$ cat src/rtl/cpu_isa_pkg.sv
// Shared CPU instruction-set definitions: instruction word layout,
// field positions and the program loader state encoding.
package cpu_isa_pkg;

    localparam int INSTR_W = 16;
    localparam int FIELD_W = 4;

    localparam int OPC_MSB = 15;
    localparam int OPC_LSB = 12;
    localparam int DR_MSB  = 11;
    localparam int DR_LSB  = 8;
    localparam int SA_MSB  = 7;
    localparam int SA_LSB  = 4;
    localparam int SB_MSB  = 3;
    localparam int SB_LSB  = 0;

    typedef enum logic [1:0] {
        ST_IDLE = 2'd0,
        ST_LOAD = 2'd1,
        ST_DONE = 2'd2
    } loader_state_t;

    // Builds an instruction word that the instruction register splits back
    // into exactly the same opcode/DR/SA/SB fields.
    function automatic logic [INSTR_W-1:0] pack_instr(
        input logic [FIELD_W-1:0] opc,
        input logic [FIELD_W-1:0] dr,
        input logic [FIELD_W-1:0] sa,
        input logic [FIELD_W-1:0] sb
    );
        logic [INSTR_W-1:0] word;
        word                  = '0;
        word[OPC_MSB:OPC_LSB] = opc;
        word[DR_MSB:DR_LSB]   = dr;
        word[SA_MSB:SA_LSB]   = sa;
        word[SB_MSB:SB_LSB]   = sb;
        return word;
    endfunction

endpackage

$ cat src/rtl/instr_fifo.sv
// Small synchronous FIFO that decouples accepted field sets from the
// instruction memory write port. Pointers carry one extra wrap bit so
// full and empty can be told apart without a separate occupancy counter.
module instr_fifo
    import cpu_isa_pkg::*;
#(
    parameter int DEPTH = 4
) (
    input  logic               clk,
    input  logic               rst_n,
    input  logic               push,
    input  logic [INSTR_W-1:0] wdata,
    input  logic               pop,
    output logic [INSTR_W-1:0] rdata,
    output logic               full,
    output logic               empty
);

    localparam int PTR_W = $clog2(DEPTH);
    localparam logic [PTR_W:0] PTR_ONE = {{PTR_W{1'b0}}, 1'b1};

    logic [INSTR_W-1:0] store [DEPTH];
    logic [PTR_W:0]     wr_ptr;
    logic [PTR_W:0]     rd_ptr;

    assign empty = (wr_ptr == rd_ptr);
    assign full  = (wr_ptr[PTR_W] != rd_ptr[PTR_W]) &&
                   (wr_ptr[PTR_W-1:0] == rd_ptr[PTR_W-1:0]);
    assign rdata = store[rd_ptr[PTR_W-1:0]];

    // Storage needs no reset; only the pointers decide what is valid.
    always_ff @(posedge clk) begin
        if (push && !full) begin
            store[wr_ptr[PTR_W-1:0]] <= wdata;
        end
    end

    // Pointer update; reset discards any buffered words.
    always_ff @(posedge clk or negedge rst_n) begin
        if (!rst_n) begin
            wr_ptr <= '0;
            rd_ptr <= '0;
        end else begin
            if (push && !full) begin
                wr_ptr <= wr_ptr + PTR_ONE;
            end
            if (pop && !empty) begin
                rd_ptr <= rd_ptr + PTR_ONE;
            end
        end
    end

endmodule

$ cat src/rtl/instr_loader.sv
// Program loader: packs decoded instruction fields into 16-bit words and
// writes them to consecutive instruction memory addresses starting at a
// latched base address. Words are buffered in a small FIFO so the memory
// write side is registered while the input stream runs at full rate.
module instr_loader
    import cpu_isa_pkg::*;
#(
    parameter int ADDR_W     = 8,
    parameter int FIFO_DEPTH = 4
) (
    input  logic               clk,
    input  logic               rst_n,
    input  logic               start,
    input  logic [ADDR_W-1:0]  base_addr,
    input  logic [ADDR_W-1:0]  count,
    input  logic               in_valid,
    output logic               in_ready,
    input  logic [3:0]         in_opcode,
    input  logic [3:0]         in_dr,
    input  logic [3:0]         in_sa,
    input  logic [3:0]         in_sb,
    output logic               mem_we,
    output logic [ADDR_W-1:0]  mem_addr,
    output logic [INSTR_W-1:0] mem_wdata,
    output logic               busy,
    output logic               done,
    output logic               overflow
);

    localparam logic [ADDR_W:0]   CNT_ONE  = {{ADDR_W{1'b0}}, 1'b1};
    localparam logic [ADDR_W-1:0] ADDR_ONE = {{(ADDR_W-1){1'b0}}, 1'b1};

    loader_state_t      state_q;
    loader_state_t      state_d;
    logic [ADDR_W-1:0]  count_q;
    logic [ADDR_W-1:0]  wr_addr_q;
    logic [ADDR_W:0]    accepted_q;
    logic [ADDR_W:0]    written_q;
    logic               mem_we_q;
    logic [ADDR_W-1:0]  mem_addr_q;
    logic [INSTR_W-1:0] mem_wdata_q;
    logic               overflow_q;

    logic               push;
    logic               pop;
    logic               fifo_full;
    logic               fifo_empty;
    logic [INSTR_W-1:0] fifo_rdata;
    logic               start_ok;

    assign push      = in_valid && in_ready;
    assign start_ok  = (state_q == ST_IDLE) && start;
    assign mem_we    = mem_we_q;
    assign mem_addr  = mem_addr_q;
    assign mem_wdata = mem_wdata_q;
    assign overflow  = overflow_q;

    instr_fifo #(
        .DEPTH (FIFO_DEPTH)
    ) u_fifo (
        .clk   (clk),
        .rst_n (rst_n),
        .push  (push),
        .wdata (pack_instr(in_opcode, in_dr, in_sa, in_sb)),
        .pop   (pop),
        .rdata (fifo_rdata),
        .full  (fifo_full),
        .empty (fifo_empty)
    );

    // Next-state and handshake decode; LOAD leaves only once the final
    // write is already on the memory port, so done follows it by a cycle.
    always_comb begin
        state_d  = state_q;
        in_ready = 1'b0;
        busy     = 1'b0;
        done     = 1'b0;
        pop      = 1'b0;
        case (state_q)
            ST_IDLE: begin
                if (start) begin
                    state_d = (count == '0) ? ST_DONE : ST_LOAD;
                end
            end
            ST_LOAD: begin
                busy     = 1'b1;
                in_ready = !fifo_full && (accepted_q < {1'b0, count_q});
                pop      = !fifo_empty;
                if (written_q == {1'b0, count_q}) begin
                    state_d = ST_DONE;
                end
            end
            ST_DONE: begin
                done    = 1'b1;
                state_d = ST_IDLE;
            end
            default: state_d = ST_IDLE;
        endcase
    end

    // State register.
    always_ff @(posedge clk or negedge rst_n) begin
        if (!rst_n) begin
            state_q <= ST_IDLE;
        end else begin
            state_q <= state_d;
        end
    end

    // Load bookkeeping and the registered memory write port.
    always_ff @(posedge clk or negedge rst_n) begin
        if (!rst_n) begin
            count_q     <= '0;
            wr_addr_q   <= '0;
            accepted_q  <= '0;
            written_q   <= '0;
            mem_we_q    <= 1'b0;
            mem_addr_q  <= '0;
            mem_wdata_q <= '0;
            overflow_q  <= 1'b0;
        end else begin
            mem_we_q <= pop;
            if (start_ok) begin
                count_q    <= count;
                wr_addr_q  <= base_addr;
                accepted_q <= '0;
                written_q  <= '0;
                overflow_q <= 1'b0;
            end else begin
                if (push) begin
                    accepted_q <= accepted_q + CNT_ONE;
                end
                if (pop) begin
                    mem_addr_q  <= wr_addr_q;
                    mem_wdata_q <= fifo_rdata;
                    wr_addr_q   <= wr_addr_q + ADDR_ONE;
                    written_q   <= written_q + CNT_ONE;
                    if ((wr_addr_q == '1) &&
                        ((written_q + CNT_ONE) < {1'b0, count_q})) begin
                        overflow_q <= 1'b1;
                    end
                end
            end
        end
    end

endmodule
$ cat config.mk
export PLATFORM = sky130hd
export DESIGN_NAME = instr_loader
export DESIGN_NICKNAME = d
export VERILOG_FILES = /design/src/rtl/cpu_isa_pkg.sv /design/src/rtl/instr_fifo.sv /design/src/rtl/instr_loader.sv
export SDC_FILE = /design/constraint.sdc
export NUM_CORES = 1
export LEC_CHECK = 0
export CAP_MARGIN = 40
export CORE_MARGIN = 2
export CORE_UTILIZATION = 30
export CTS_BUF_LIST = sky130_fd_sc_hd__clkbuf_4 sky130_fd_sc_hd__clkbuf_8 sky130_fd_sc_hd__clkbuf_16
export CTS_CLUSTER_SIZE = 30
export DETAILED_ROUTE_END_ITERATION = 10
export GPL_ROUTABILITY_DRIVEN = 0
export GPL_TIMING_DRIVEN = 0
export PLACE_DENSITY_LB_ADDON = 0.12
export SYNTH_ARGS = -nofsm -noshare
export SYNTH_HDL_FRONTEND = slang
export SYNTH_SLANG_ARGS = --single-unit
export TNS_END_PERCENT = 20
$ cat constraint.sdc
create_clock -name clk -period 3.7 [get_ports clk]
set_input_delay 0.74 -clock clk [delete_from_list [all_inputs] [get_ports clk]]
set_output_delay 0.74 -clock clk [all_outputs]
set_load 0.02 [all_outputs]
* Word-level counts from Yosys, hierarchy flattened
Memory sizes are Yosys's and may differ from the RTL's. A register that Yosys moved wholly into a read port is not among the register bits.
Cells that the tools add are included.
Widths: inputs -> output; s select.
** Cells by class
- $add $sub $neg :: 5
- Order comparisons :: 2
- Equal/unequal tests :: 9
- Muxes and demuxes :: 19
- Bitwise operators :: 1
- Reduce and logical (&&, ||, !) cells :: 18
** Operators by type and width (count)
- $mux 9 :: 4
- $add 9x1->9 const B :: 2
- $lt 9x8->1 :: 2
- $mux 8 :: 2
- $eq 9x8->1 :: 1
- $mux 1 :: 9
- $add 8x1->8 const B :: 1
- $eq 8x8->1 const B :: 1
- $logic_not 8->1 :: 1
- $logic_and 1x1->1 :: 7
- $add 3x1->3 const B :: 2
- $mux 2 :: 3
- $reduce_and 2->1 :: 3
- $reduce_bool 2->1 :: 3
- $ne 2x2->1 const B :: 2
- $pmux 2 s2 :: 1
- $eq 3x3->1 :: 1
- $logic_not 1->1 :: 3
- $eq 2x1->1 const B :: 1
- $eq 2x2->1 :: 1
- $eq 2x2->1 const B :: 1
- $logic_not 2->1 :: 1
- $ne 1x1->1 :: 1
- $not 1->1 :: 1
** Word-level totals
- Flip-flop bits (word level) :: 52
- RAM bits :: 64
- Memories :: 1
** Memory list
- u_fifo.store :: depth 4, bits a word 16, rd ports 1, clocked after memory_dff 1, write ports 1, line instr_fifo.sv:22 : logic [INSTR_W-1:0] store [DEPTH];

* Depth between registers and ports, before layout
Gate-level depths: netlist of run 1.
- Word-level depth :: 9
- Depth in mapped cells :: 9
- Depth with buffers taken out :: 9

* Hierarchy
Synthesis of run 1 repeated with hierarchy kept, for this count alone.
** Unflattened totals
- Cells, all modules :: 477
- Area total of the unflattened synthesis :: 6048.3 um2
** By module, submodules not included
- instr_loader :: times used 1, cells each 345, area each 3219.3 um2
- instr_fifo :: times used 1, cells each 132, area each 2829.0 um2

* Worst setup path after synthesis of run 1
No wires, ideal clock.
- Path type :: reg-to-reg
- Start point :: register count_q[6]
- End point :: memory u_fifo.store[0][0], enable pin
- Setup time :: 0.374 ns
- Data arrival time :: 2.148 ns
- Required time :: 3.326 ns
- Slack :: 1.179 ns
- Stages on the path, launching flop included :: 9
- Buffers on the path :: 1
- Period minus slack after synthesis :: 2.521 ns
- Cells stage by stage :: dfrtp_1 > inv_1 > ha_1 > a211oi_1 > nand2_1 > a31oi_1 > o211a_1 > buf_4 > and2_1
** On the way
- Cells in the longest elaborated chain, start to end :: 7
** RTL lines
- start: declaration :: line instr_loader.sv:35 : logic [ADDR_W-1:0] count_q;
- start signal: assignment :: line instr_loader.sv:124 : count_q <= count;
- $lt 9x8->1 :: line instr_loader.sv:87 : in_ready = !fifo_full && (accepted_q < {1'b0, count_q});
- $logic_and 1x1->1 :: line instr_loader.sv:87
- $mux 1 :: line instr_loader.sv:79 : case (state_q)
- $logic_and 1x1->1 :: line instr_loader.sv:51 : assign push = in_valid && in_ready;
- $logic_and 1x1->1 :: line instr_fifo.sv:33 : if (push && !full) begin
- $mux 1 :: line instr_fifo.sv:33
- $mux 1 (implied by the code) :: line instr_fifo.sv:34 : store[wr_ptr[PTR_W-1:0]] <= wdata;
- end: declaration :: line instr_fifo.sv:22
No other way between the ends.

* Worst setup path after layout of run 1
- Start point :: register u_fifo.rd_ptr[1]
- End point :: output port in_ready
** On the way
- Cells in the longest elaborated chain, start to end :: 5
** RTL lines
- start: declaration :: line instr_fifo.sv:24 : logic [PTR_W:0] rd_ptr;
- start signal: assignment :: line instr_fifo.sv:48 : rd_ptr <= rd_ptr + PTR_ONE;
- $eq 2x2->1 :: line instr_fifo.sv:28 : (wr_ptr[PTR_W-1:0] == rd_ptr[PTR_W-1:0]);
- $logic_and 1x1->1 :: line instr_fifo.sv:27 : assign full = (wr_ptr[PTR_W] != rd_ptr[PTR_W]) &&
- $logic_not 1->1 :: line instr_loader.sv:87
- $logic_and 1x1->1 :: line instr_loader.sv:87
- $mux 1 :: line instr_loader.sv:79
- end: declaration :: line instr_loader.sv:17 : output logic in_ready,
No other way between the ends.

==> reports/results.txt, run 1 <==
Run status: completed
Final #Nets: 614
First-pass GRT wire length: 21.58 mm
WL final: 13.34 mm
Chip height: 143.5 um
Highest routed layer: met4
Final period util: 92.30%
DIE AREA: 20610 um^2
Via count: 3797
PwrDens: 845.2 nW/um^2
Routed length on met2: 6.472 mm
RSZ-0062 raised after global routing: false
Worst Path Required: 2.96 ns
Most numerous cell in the Yosys netlist: nand2_1
Gr usage total: 14.07%
Post-CTS sizing: 0
TritonRoute pass-1 iters: 4
Post-DP Area: 6924 um^2
Die width: 143.5 um
Max transition margin: 55.75%
F_max: 292.8 MHz
I/O Pins: 65
Slew @ Worst Pin: 0.6637 ns
Post-Syn Area: 5842 um^2
Initial Utilization: 30.31%
Dpl ws: 0.6127 ns
Synth area leaders: edfxtp_1 (33%), dfrtp_1 (29%), nand2_1 (7.8%), ha_1 (4.9%), mux4_2 (3.9%)
Total CTS buffers: 17
Largest area contributor in the netlist: edfxtp_1
DRC Markers: 0
Initial antenna violation count: 0
Total grt overflow: 0
Syn-to-layout area delta: 28.59%
Share of cells above drive strength 1: 10.04%
Critical Path Source Type: register
Endpoints failing hold: 0
CTS Sinks: 132
Site Rows: 51
H-tree levels: 4
Top cell type's share of synthesized area: 32.90%
Reg2Reg Depth: 8
Max-capacitance violation count: 0
CTS max path bufs: 2
Unique masters post-synth: 44
Root buffer cell: clkbuf_16
N_diodes: 0
CORE AREA: 19270 um^2
CTS tree: yes
Clock Latency Late Sink: 0.42 ns
Vias per cell: 4.558
Critical path endpoint category: output pin
Yosys warning count: 0
Hold buffer count at cts: 0
Hold Slack: 0.2569 ns
Sequential area share after synthesis: 62.03%
Post-synth EDFFs: 64
Clock edge transition at the registers on the reported setup and hold paths: 0.06 ns
Final ANT Viol Nets: 0
Post-DR wirelength/cell: 16.01 um
Largest net degree at the start of global routing: 43
Register area: 3623 um^2
Async S/R FF share, synth: 51.52%
Met1 Wirelength: 6.248 mm
Met3 routed WL: 445 um
Post-synthesis average cell area: 12.51 um^2
Crit Path Category: register to output pin
Filler cells: 1891
Minimum clock period: 3.415 ns
Final slew viol count: 0
Hold/Removal Path Class: input port to async pin
Vias in the first global route: 3990
P_leak: 3.073 nW
Final Skew: 0.008305 ns
Port bufs: 64
Worst-path fanout max: 9
Final setup fails: 0
Post-synth top cells: nand2_1 (121), dfrtp_1 (68), edfxtp_1 (64)
Area occupied by multi-input gates: 2090 um^2
Yosys reg bits: 132
Worst EP arrival: 2.68 ns
Post-route cell area: 7512 um^2
VDD IR-drop max: 0.0003283 V
Syn_nets: 526
Detailed Route Iter0 Violations: 208
Setup WS post-layout: 0.2848 ns
Cells after Synth: 467
Hpwl dp: 9.431 mm
Synth Flop Type: dfrtp_1
Post-CTS Setup Inserts: 0
layer usage:
metal,vias up,GRT usage (%)
met2,61,22.96
met4,0,4.541
met5,-,0
met3,13,3.632
met1,1895,18.36
li1,1828,-
path summary, 6_finish.rpt:
check                                  from                  end  slack (ns)
max                        u_fifo.rd_ptr[1]             in_ready        0.28
min                                   rst_n        accepted_q[5]        0.26
max reg2reg                u_fifo.rd_ptr[1]  u_fifo.store[1][10]        1.07
min reg2reg                      state_q[1]           state_q[1]        0.47
max in group asynchronous             rst_n         written_q[7]        2.88
min in group clk                 state_q[1]           state_q[1]        0.47
kinds of logic after synthesis:
| family | synth area share (%) |
|---|---|
| compound gates | 6.511 |
| xor+xnor | 4.005 |
| fa+ha+maj | 4.926 |
| buf+inv | 2.313 |
| flops | 62.03 |
| mux | 6.897 |
| simple gates | 13.32 |
registers in the layout, indices dropped and copies added, names as in the netlist, 2 cells and up:
name,flops
u_fifo.rd_ptr,3
written_q,9
u_fifo.store,64
mem_wdata,16
count_q,8
wr_addr_q,8
accepted_q,9
u_fifo.wr_ptr,3
mem_addr,8
state_q,2
stage by stage:
| step | total power, mW | TNS [ns] | utilization [%] | cells |
|---|---|---|---|---|
| after floorplan | 3.811 | 0 | - | 467 |
| after global placement | 4.660 | -49.42 | 35.36 | 796 |
| after detailed placement | 4.781 | 0 | 35.93 | 801 |
| after CTS | 6.459 | 0 | 38.95 | 833 |
| after global routing | 6.832 | 0 | 38.98 | 833 |
| final | 6.350 | 0 | 38.98 | 833 |
report_power, final:
part	switching, mW	leakage (nW)	internal (mW)
Combinational	1.37	1.41	1.04
Clock	0.632	0.276	1.01
Sequential	0.268	1.39	2.03
worst max-delay path, cell delays in order (launching register included):
cell	delay [ns]
dfrtp_1	0.38
buf_4	0.19
xor2_2	0.18
nor2_2	0.08
a2111oi_4	0.58
o21a_1	0.23
clkdlybuf4s50_1	0.60
placed cells by master, fill, tap and decap left out, types with 4 or more instances in the layout:
cell type	instances
a211oi_1	4
nand3_1	19
xnor2_1	11
edfxtp_1	64
a21oi_1	6
o21a_1	5
clkdlybuf4s50_1	63
xor2_1	12
and2_1	4
buf_1	4
and3_1	7
nand2_1	121
clkbuf_16	17
clkbuf_1	12
dfrtp_1	68
nor2_1	15
inv_1	13
o21ai_0	23
mux4_2	10
clkinv_4	5
mux4_1	6
nor2b_1	4
ha_1	23
area by class of cell:
cell class / instances / area share, %
clock buffers: 20 / 5.963
multi-input cells: 303 / 27.81
plain buffers: 19 / 1.149
repair buffers: 69 / 9.993
clock inverters: 12 / 1.782
inverters: 13 / 0.6496
flip-flops and latches: 132 / 48.23
well taps: 265 / 4.414
Note: power is estimated with default switching activity, not from simulation.
==> run 2, diff against run 1 <==
Settings changed: REMOVE_ABC_BUFFERS set to 1.
==> run 2 against run 1 <==
Sequential share of layout area rose by 0.30 points; routed wire length is 1.0% lower; cell area down 0.58%; combinational power fell by 2%; flip-flop and latch count is the same; critical path type unchanged; largest power group is now registers.
==> reports/results.txt, run 2 (synthesis results as in run 1) <==
Largest net degree at the start of global routing: 50
Minimum clock period: 3.532 ns
Cell Int Power: 3.987 mW
Final Skew: 0.01058 ns
Hold buffer count at cts: 0
Max transition margin: 47.80%
Clock edge transition at the registers on the reported setup and hold paths: 0.06 ns
Site Rows: 51
Flop pwr share: 37.8%
CORE AREA: 19270 um^2
Combinational share of power: 37.5%
Final #Nets: 599
Largest register FFs: 64
Port bufs: 64
CTS Sinks: 132
DRC Markers: 0
Final slew viol count: 0
CTS tree: yes
Launching point of the worst reg2reg path: state_q[0]
VDD IR-drop max: 0.0003639 V
First-pass GRT wire length: 21.10 mm
Worst EP arrival: 2.79 ns
Chip height: 143.5 um
Post-CTS Setup Inserts: 0
Syn-to-layout area delta: 27.84%
F_max: 283.1 MHz
Clock Latency Late Sink: 0.43 ns
I/O Pins: 65
Switching Power: 2.272 mW
DIE AREA: 20610 um^2
N_diodes: 0
WL final: 13.20 mm
Initial Utilization: 30.31%
P_leak: 3.058 nW
Final period util: 95.45%
Crit path from: state_q[0]
Via count: 3774
Run status: completed
CTS max path bufs: 2
Setup TNS: 0 ns
Vias in the first global route: 3908
Net Sw Frac: 36.30%
Most frequent cells in the layout: nand2_1 (121), dfrtp_1 (67), edfxtp_1 (64)
Root buffer cell: clkbuf_16
Total CTS buffers: 17
Reg2Reg Depth: 6
TritonRoute pass-1 iters: 4
Post-DR wirelength/cell: 16.14 um
Total chip power: 6.259 mW
Clock share of power: 24.7%
Final ANT Viol Nets: 0
Initial antenna violation count: 0
Total grt overflow: 0
Critical Path Source Type: register
Detailed Route Iter0 Violations: 144
PwrDens: 838.1 nW/um^2
Worst Path Required: 2.96 ns
Slew @ Worst Pin: 0.7811 ns
Dpl ws: 0.4559 ns
Share of cells above drive strength 1: 10.85%
Commonest non-fill, non-tap cell in the layout: nand2_1
Hold/Removal Path Class: input port to async pin
Hpwl dp: 8.947 mm
RSZ-0062 raised after global routing: false
Crit Path Category: register to output pin
Gr usage total: 13.81%
Critical path endpoint category: output pin
Die width: 143.5 um
Final setup fails: 0
Endpoints failing hold: 0
H-tree levels: 4
Max-capacitance violation count: 0
Vias per cell: 4.614
Setup WS post-layout: 0.1682 ns
Worst-path fanout max: 5
[run 2: changes by cell type in the layout (fill, tap and decap cells not counted), moves of 2 or more]
| cell | change |
|---|---|
| buf_1 | -4 |
| inv_6 | +3 |
| clkbuf_1 | -12 |
| buf_8 | +3 |
| buf_4 | -2 |
| bufinv_16 | -2 |
| clkbuf_4 | -2 |
[run 2: timing repair]
item | CTS | global route
setup endpoints to repair | 1 | 0
endpoints found under the hold margin | 0 | 0
gates resized for setup | 1 | 0
[run 2: cell type report]
class	count	area, um^2
tap	265	331.6
inverter	13	48.80
fill	1882	11800
clock inverter	13	101.3
sequential	132	3625
clock buffer	19	446.7
multi-input combinational	303	2092
timing repair buffer	73	823.3
[run 2: worst max-delay path, cell delays in order (launching register included)]
cell and delay, ns:
dfrtp_1 0.40, nor2b_1 0.50, inv_1 0.21, a2111oi_4 0.42, o21a_1 0.23, clkdlybuf4s50_1 0.61
[run 2: stage by stage]
step / hold WS, ns / instance area, um^2 / std cells / util [%]
2_1_floorplan: 0.4396 / 5756 / 448 / -
5_1_grt: 0.2189 / 7468 / 818 / 38.75
6_report: 0.2153 / 7468 / 818 / 38.75
3_3_place_gp: 0.4570 / 6728 / 777 / 34.91
4_1_cts: 0.2067 / 7468 / 818 / 38.75
3_5_place_dp: 0.4609 / 6919 / 786 / 35.90
[run 2: layer usage]
metal / share of wire (%) / wire [um] / up-vias / global-route usage [%]
met5: 0 / 0 / - / 0
li1: - / - / 1806 / -
met3: 5.3 / 701 / 17 / 3.732
met1: 46 / 6092 / 1862 / 18.37
met2: 47 / 6188 / 89 / 21.55
met4: 1.7 / 221 / 0 / 5.366
[run 2: worst paths after layout]
check	slack, ns	endpoint
worst max-delay path	0.17	in_ready
worst min-delay path	0.22	accepted_q[2]
worst max register to register	0.70	u_fifo.store[0][7]
worst min register to register	0.47	mem_addr[7]
max in group asynchronous	2.90	u_fifo.rd_ptr[0]
min in group clk	0.47	mem_addr[7]
[run 2: power groups by stage]
| stage | Combinational [mW] | Sequential (mW) | Clock, mW |
|---|---|---|---|
| finish | 2.35 | 2.37 | 1.54 |
| global route | 2.63 | 2.43 | 1.65 |
| CTS | 2.41 | 2.38 | 1.59 |
| global placement | 2.13 | 2.45 | 0 |
| detailed placement | 2.40 | 2.40 | 0 |
| floorplan | 1.25 | 2.50 | 0 |
==> run 3, diff against run 2 <==
Settings changed: GPL_TIMING_DRIVEN 0 to unset.
==> run 3 against run 2 <==
Clock-buffer cell count decreased by 1; flip-flop and latch count is the same; setup slack better by 0.19 ns; clock skew fell by 0.0024 ns; maximum frequency increased by 5.6%; clock power is essentially flat; global-route usage up 0.32 points; critical path depth is 2 higher; non-clock buffer count rose by 2; register-to-register slack improved by 0.44 ns; critical path type unchanged; largest cell class unchanged; highest routed layer unchanged.
==> reports/results.txt, run 3 (synthesis results as in run 1) <==
Detailed Route Iter0 Violations: 175
Clock edge transition at the registers on the reported setup and hold paths: 0.06 ns
Final period util: 90.43%
Worst Path Required: 2.96 ns
CP cell instances: inv_1, ha_1, a21oi_1, o21ai_0, a31oi_2, o21a_1, clkdlybuf4s50_1
VDD IR-drop max: 0.0003115 V
WL final: 13.39 mm
Post-route cell area: 7382 um^2
RSZ-0062 raised after global routing: false
Finished Core Util: 38.31%
Worst-path fanout max: 5
Initial antenna violation count: 0
Die width: 143.5 um
Most frequent cells in the layout: nand2_1 (121), dfrtp_1 (68), edfxtp_1 (64)
Setup TNS: 0 ns
Largest register FFs: 64
DRC Markers: 0
Max incr delay on CP: 0.61 ns
Final #Nets: 601
CP max-delay cell: clkdlybuf4s50_1
Hpwl dp: 8.777 mm
Critical path endpoint category: output pin
WP depth: 7
Post-DP Area: 6837 um^2
H-tree levels: 4
Cell family with the largest share of critical-path delay: compound AO/OA/AOI/OAI gates
Via count: 3744
Initial Utilization: 30.31%
Final Skew: 0.008160 ns
Post-DR wirelength/cell: 16.33 um
Root buffer cell: clkbuf_16
Final ANT Viol Nets: 0
Worst EP arrival: 2.61 ns
Hold/Removal Path Class: input port to async pin
Minimum clock period: 3.346 ns
Run status: completed
DIE AREA: 20610 um^2
CTS tree: yes
CTS Sinks: 132
Max-capacitance violation count: 0
Commonest non-fill, non-tap cell in the layout: nand2_1
Setup WS post-layout: 0.3541 ns
I/O Pins: 65
Final slew viol count: 0
Max transition margin: 66.91%
Reg2Reg Depth: 8
Filler cells: 1949
Total CTS buffers: 17
Largest net degree at the start of global routing: 48
Total grt overflow: 0
Share of cells above drive strength 1: 10.99%
Syn-to-layout area delta: 26.37%
Endpoints failing hold: 0
Crit Path Category: register to output pin
Vias in the first global route: 3941
Final setup fails: 0
Placed insts: 788
Gr usage total: 14.13%
PwrDens: 828.0 nW/um^2
Vias per cell: 4.566
Dpl ws: 0.6529 ns
Hold buffer count at cts: 0
Hold Slack: 0.2268 ns
Buffers & Inverters on Critical Path: 2
Critical Path Source Type: register
Total chip power: 6.113 mW
First-pass GRT wire length: 21.63 mm
F_max: 298.9 MHz
CTS max path bufs: 2
Clock Latency Late Sink: 0.42 ns
Site Rows: 51
Non-filler cells, final: 820
P_leak: 3.032 nW
N_diodes: 0
TritonRoute pass-1 iters: 4
CORE AREA: 19270 um^2
Slew @ Worst Pin: 0.4963 ns
Chip height: 143.5 um
Port bufs: 64
-- run 3: layout make-up --
type | count | area (um^2) | area share [%]
multi-input combinational | 303 | 2098 | 28.42
clock inverter | 14 | 106.4 | 1.441
tap | 265 | 331.6 | 4.492
inverter | 13 | 48.80 | 0.6610
sequential | 132 | 3623 | 49.08
timing repair buffer | 75 | 740.7 | 10.03
clock buffer | 18 | 432.9 | 5.864
-- run 3: worst paths after layout --
kind / from / endpoint / slack, ns
setup / recovery: count_q[2] / in_ready / 0.35
hold / removal: rst_n / accepted_q[0] / 0.23
setup reg to reg: count_q[2] / u_fifo.store[1][9] / 1.14
hold reg to reg: state_q[1] / state_q[1] / 0.47
max in group asynchronous: rst_n / mem_wdata[15] / 2.91
min in group clk: state_q[1] / state_q[1] / 0.47
-- run 3: power breakdown --
part           internal (mW)  leakage (nW)  total, mW  switching, mW
Combinational          0.968          1.39       2.26           1.30
Sequential              2.03          1.39       2.32          0.297
Clock                  0.868         0.258       1.53          0.658
Total                   3.86          3.03       6.11           2.25
-- run 3: what timing repair did --
item	in CTS	in global routing
setup buffers	0	0
endpoints found under the setup margin	0	1
resized for setup	0	1
-- run 3: routing by layer --
| metal | track usage [%] | up-vias | share of wire (%) |
|---|---|---|---|
| li1 | - | 1808 | - |
| met1 | 18.84 | 1858 | 47 |
| met2 | 22.56 | 71 | 48 |
| met3 | 4.232 | 7 | 4.4 |
| met4 | 3.715 | 0 | 0.58 |
| met5 | 0 | - | 0 |
